**config.mk**
```make
export PLATFORM = sky130hd
export DESIGN_NAME = systolic_mac_pe
export DESIGN_NICKNAME = d
export VERILOG_FILES = /design/src/rtl/systolic_mac_pe.sv
export SDC_FILE = /design/constraint.sdc
export NUM_CORES = 1
export LEC_CHECK = 0
export BUFFER_PORTS_ARGS = -buffer_cell sky130_fd_sc_hd__buf_4
export CORE_MARGIN = 2
export CORE_UTILIZATION = 35
export CTS_BUF_LIST = sky130_fd_sc_hd__clkbuf_16
export DETAILED_ROUTE_END_ITERATION = 12
export PLACE_DENSITY = 0.57
export SYNTH_ARGS = -nofsm -noshare
export SYNTH_HDL_FRONTEND = slang
export SYNTH_SLANG_ARGS = --single-unit
```
**constraint.sdc**
```tcl
create_clock -name clk -period 12.4 [get_ports clk]
set_input_delay 1.86 -clock clk [delete_from_list [all_inputs] [get_ports clk]]
set_output_delay 1.86 -clock clk [all_outputs]
set_load 0.01 [all_outputs]
```
**src/rtl/systolic_mac_pe.sv**
```systemverilog
// Systolic-array processing element: forwards row/column operands to its
// neighbours and accumulates their products into framed dot products.
// Products run through a MUL_LAT-deep pipeline with their framing tags,
// then one accumulate/publish stage follows.
module systolic_mac_pe #(
    parameter int unsigned DATA_W  = 16,
    parameter int unsigned ACC_W   = 40,
    parameter int unsigned MUL_LAT = 2,
    parameter bit          SAT     = 1'b0
) (
    input  logic              clk,
    input  logic              rst,
    input  logic              in_valid,
    input  logic [DATA_W-1:0] row_in,
    input  logic [DATA_W-1:0] col_in,
    input  logic              acc_clr,
    input  logic              acc_last,
    input  logic              is_signed,
    output logic [DATA_W-1:0] row_out,
    output logic [DATA_W-1:0] col_out,
    output logic              fwd_valid,
    output logic [ACC_W-1:0]  acc_out,
    output logic              acc_valid,
    output logic              ovf
);

    localparam int unsigned PROD_W = 2 * DATA_W;

    // One multiplier pipeline stage: product plus the tags that travel with it.
    typedef struct packed {
        logic             valid;
        logic             clr;
        logic             last;
        logic             sgn;
        logic [ACC_W-1:0] prod;
    } stage_t;

    logic [PROD_W-1:0] row_ext;
    logic [PROD_W-1:0] col_ext;
    logic [PROD_W-1:0] prod_full;
    logic [ACC_W-1:0]  prod_ext;

    stage_t pipe_q [MUL_LAT];
    stage_t tail;

    logic [ACC_W-1:0] acc_q;
    logic [ACC_W-1:0] acc_d;
    logic             ovf_sticky_q;
    logic             ovf_sticky_d;

    logic [ACC_W:0]   sum;
    logic [ACC_W-1:0] sum_w;
    logic             ovf_signed;
    logic             ovf_unsigned;
    logic             add_ovf;
    logic [ACC_W-1:0] sat_val;

    // Operand extension and full-width product; the low PROD_W bits are exact
    // in both signed and unsigned sense, so one unsigned multiplier serves both.
    always_comb begin
        row_ext   = is_signed ? {{DATA_W{row_in[DATA_W-1]}}, row_in}
                              : {{DATA_W{1'b0}}, row_in};
        col_ext   = is_signed ? {{DATA_W{col_in[DATA_W-1]}}, col_in}
                              : {{DATA_W{1'b0}}, col_in};
        prod_full = row_ext * col_ext;
        prod_ext  = is_signed ? ACC_W'($signed(prod_full)) : ACC_W'(prod_full);
    end

    // Multiplier pipeline; only the valid tags need reset, data just shifts.
    always_ff @(posedge clk) begin
        if (rst) begin
            for (int unsigned i = 0; i < MUL_LAT; i++) begin
                pipe_q[i].valid <= 1'b0;
            end
        end else begin
            pipe_q[0].valid <= in_valid;
            pipe_q[0].clr   <= acc_clr;
            pipe_q[0].last  <= acc_last;
            pipe_q[0].sgn   <= is_signed;
            pipe_q[0].prod  <= prod_ext;
            for (int unsigned i = 1; i < MUL_LAT; i++) begin
                pipe_q[i] <= pipe_q[i-1];
            end
        end
    end

    assign tail = pipe_q[MUL_LAT-1];

    // Adder with signed (operand vs sum sign) and unsigned (carry) overflow,
    // plus the clamp value for saturating builds.
    always_comb begin
        sum          = {1'b0, acc_q} + {1'b0, tail.prod};
        sum_w        = sum[ACC_W-1:0];
        ovf_signed   = (acc_q[ACC_W-1] == tail.prod[ACC_W-1]) &&
                       (sum_w[ACC_W-1] != acc_q[ACC_W-1]);
        ovf_unsigned = sum[ACC_W];
        add_ovf      = tail.sgn ? ovf_signed : ovf_unsigned;
        if (!tail.sgn) begin
            sat_val = '1;
        end else if (acc_q[ACC_W-1]) begin
            sat_val = {1'b1, {(ACC_W-1){1'b0}}};
        end else begin
            sat_val = {1'b0, {(ACC_W-1){1'b1}}};
        end
    end

    // Next accumulator and sticky overflow for the term leaving the pipeline.
    always_comb begin
        acc_d        = acc_q;
        ovf_sticky_d = ovf_sticky_q;
        if (tail.valid) begin
            if (tail.clr) begin
                acc_d        = tail.prod;
                ovf_sticky_d = 1'b0;
            end else begin
                ovf_sticky_d = ovf_sticky_q | add_ovf;
                acc_d        = (SAT && add_ovf) ? sat_val : sum_w;
            end
        end
    end

    // Accumulator state and result publication on the last term.
    always_ff @(posedge clk) begin
        if (rst) begin
            acc_q        <= '0;
            ovf_sticky_q <= 1'b0;
            acc_out      <= '0;
            ovf          <= 1'b0;
            acc_valid    <= 1'b0;
        end else begin
            acc_q        <= acc_d;
            ovf_sticky_q <= ovf_sticky_d;
            acc_valid    <= tail.valid & tail.last;
            if (tail.valid && tail.last) begin
                acc_out <= acc_d;
                ovf     <= ovf_sticky_d;
            end
        end
    end

    // Neighbour forwarding: operands hold when no new pair arrives.
    always_ff @(posedge clk) begin
        if (rst) begin
            row_out   <= '0;
            col_out   <= '0;
            fwd_valid <= 1'b0;
        end else begin
            fwd_valid <= in_valid;
            if (in_valid) begin
                row_out <= row_in;
                col_out <= col_in;
            end
        end
    end

endmodule

```
Word-level counts from Yosys, hierarchy flattened. Memory sizes are Yosys's and may differ from the RTL's. Index checks and enable logic that the tools add are counted.

Flip-flop bits (word level): 116. Bits in writable memories: 88. Output and inout port bits: 75. Logic and storage cells: 32. Memories: 1.

Add/subtract/negate cells: 1. Multiply operators: 1. Eq/ne operators: 2. Muxes and demuxes: 13. Bitwise operators: 4. Reduce and logical (&&, ||, !) cells: 2.

Memories: pipe_q (depth 2, width 44, read ports 2, clocked after memory_dff 0, wr ports 2, line 43) `stage_t pipe_q [MUL_LAT];`.

Operators by type and width (number): $mux 40 (3); $mux 32 (2); $add 40x40->41 (1); $mul 32x32->32 (1); $mux 1 (8); $or 1x1->1 (3); $logic_and 1x1->1 (2); $and 1x1->1 (1); $eq 1x1->1 (1); $ne 1x1->1 (1).

Logic depth before layout (Yosys ltp). An unclocked memory read counts as a cell.

Word-level depth: 8. Gate-level depth with buffers: 28. Mapped depth without buffers: 26.

Least setup slack after synthesis. No wires, ideal clock.

Kind: input to register. Start: in is_signed. End: mem pipe_q[0][39] (netlist name) (data pin). Setup time: 0.152 ns. Arrival: 8.829 ns. Slack: 3.419 ns. Stages: 24. Path buffers: 3. Cells stage by stage: clkbuf_1 > and2_1 > clkbuf_1 > nand2_1 > fa_1 > fa_1 > inv_1 > fa_1 > inv_1 > fa_1 > inv_1 > fa_1 > fa_1 > fa_1 > fa_1 > ha_1 > clkbuf_1 > a21oi_1 > o31a_1 > o31a_1 > a311oi_1 > nor3_1 > or4b_1 > o21ai_0.

RTL lines: start: declaration (line 18) `input logic is_signed,`; end: declaration (line 43).

==> results_dict.tcl <==
set metrics [dict create \
    postCtsHoldBufs 0 \
    postRouteAntennaNets 0 \
    via_count 15600 \
    cp_num_buf_inv 4 \
    synth_area_per_cell_sq_um 9.54 \
    yosysTopAreaCellShare 0.306 \
    synth_common_cells "345 x inv_1, 334 x fa_1, 188 x and2_1" \
    start_util 0.354 \
    min_period_ns 9.00 \
    pre_cts_slack_ns 2.93 \
    grt_max_degree 108 \
    drcViolationCount 0 \
    firstDrtPassIters 5 \
    yosysMostFrequentCell "inv_1" \
    ys_ff_latch 189 \
    startpoint_type "primary input" \
    netlist_area_sq_um 21900 \
    synth_largest_area_cell "fa_1" \
    status "completed" \
    die_height_um 254 \
    antenna_found_initial 0 \
    wl_per_cell_um 17.0 \
    required_ns 12.72 \
    crit_path_frequent_cell "fa_1" \
    fin_ws_ns 3.40 \
    clkTransAtPathRegs_ns 0.08 \
    hold_path_class "reg -> reg" \
    ctsHtreeMaxLevel 4 \
    die_area_sq_um 64500 \
    critical_path.cell_chain "buf_4, and2_1, nand2_1, fa_1, fa_1, inv_1, fa_1, inv_1, fa_1, inv_1, fa_1, fa_1, fa_1, fa_1, ha_1, a21oi_1, o31a_1, o31a_1, a311oi_1, nor3_1, or4b_1, o21ai_0" \
    gp_congestion 0.875 \
    cts_buffers 17 \
    clockBufferDepth 2 \
    cts_setup_buffers 0 \
    drv_cap 0 \
    drtIter0Drc 865 \
    area_growth_pct 9.92 \
    diodes 0 \
    end_kind "flip-flop" \
    synth.area.top_cells "fa_1 31%, dfxtp_1 11%, edfxtp_1 9.9%" \
    clock-skew-final_ns 0.0130 \
    setup_violations 0 \
    setup_tns_ns 0 \
    max_stage_delay_ns 0.61 \
    track_usage 0.175 \
    cts_resized 0 \
    grt_overflow_total 0 \
    first_global_vias 16300 \
    arrival_ns 9.31 \
    synth_ff_type "dfxtp_1" \
    finalNetCount 2862 \
    dp_cells 3139 \
    min_period_over_period 0.725 \
    insertion_delay_ns 0.47 \
    drive_gt1_frac 0.0711 \
    dp_hpwl_um 42600 \
    whs_ns 0.465 \
    die_x_um 254 \
    slew_violations 0 \
    grt_first_pass_wirelength_um 88500 \
    synth_edf_count 72 \
    io_buffers 112 \
    synth.distinct_cells 62 \
    io_pins 113 \
    coreArea_sq_um 61700 \
    ys_warn_count 0 \
    rsz0062_at_grt "false" \
    cts.sinks 189 \
    critPathTopFamily "adder cells" \
    tightest_slew_ns 0.919 \
    cts_tree "built" \
    path_class "in -> reg" \
    syn-num-nets 2833 \
    synth_cells 2292 \
    max_freq_mhz 111 \
    rows 91 \
    crit_path_top_delay_cell "fa_1" \
    cp_max_fo 22 \
    async_flop_share 0 \
    root_buffer "clkbuf_16" \
    wl_um 53900 \
    slew-limit-headroom 0.371 \
    ys_seq_area_frac 0.206 \
    via_per_inst 4.92 \
    finalHoldViolCount 0 \
    fin_cells 3171 \
]
## state kept, by name, summed over array words and instances (netlist names)
register and flops:
acc_valid 1, row_out 16, ovf 1, acc_out 40
pipe_q 74, ovf_sticky_q 1, col_out 16, acc_q 40
## cells in the final DEF, fill, tap and decap left out, drive strengths merged, types with 27 or more instances in the layout
cell,Yosys,final
inv,345,351
fa,334,334
and2,188,188
nor2,170,170
ha,169,169
nand2,151,151
buf,11,119
dfxtp,117,117
a21oi,92,92
edfxtp,72,72
o21ai,67,67
a211oi,61,61
xnor2,57,57
nor2b,52,52
mux2i,45,45
a21o,38,38
and3,27,27
## cell families (layout without fill, tap and decap cells)
logic type | Yosys count | in the layout | synth area share
compound gates | 349 | 349 | 0.105
mux | 45 | 45 | 0.0206
flops | 189 | 189 | 0.206
xor+xnor | 84 | 84 | 0.0343
buf+inv | 454 | 496 | 0.0783
simple gates | 668 | 668 | 0.153
fa+ha+maj | 503 | 503 | 0.402
## through the flow
step,instance area [sq um],utilization
after global routing,24000,0.390
after floorplan,21900,-
after CTS,24000,0.390
after detailed placement,23400,0.379
final,24000,0.390
after global placement,23400,0.379
## tightest hold or removal path, cell delays in order (launching register included)
cell and delay [ns]:
dfxtp_1 0.31, nand2_1 0.05, a21oi_1 0.05
## worst paths after layout
| path | end | slack, ns | startpoint | cells past startpoint |
|---|---|---|---|---|
| setup / recovery | pipe_q[0][39] | 3.40 | is_signed | 22 |
| hold / removal | acc_out[1] | 0.47 | acc_out[1] | 2 |
| setup reg to reg | acc_q[38] | 8.44 | pipe_q[0][44] | 12 |
| hold reg to reg | acc_out[1] | 0.47 | acc_out[1] | 2 |
## cell type report
cell class,count,area [sq um]
Clock buffer,18,450
Clock inverter,14,188
Fill cell,6173,37700
Inverter,345,1300
Multi-Input combinational cell,1649,15700
Sequential cell,189,4510
Tap cell,837,1050
Timing Repair Buffer,119,897
## layer usage
layer  share of wire  wire (um)  global-route usage
met5               0          0                   0
met4           0.014        732              0.0365
met3           0.040       2140              0.0268
met2            0.46      24700               0.283
met1            0.49      26300               0.247
Power is left out: the tool's default activity adds up to more than one toggle a clock period on the data nets, which glitch-free logic cannot reach.
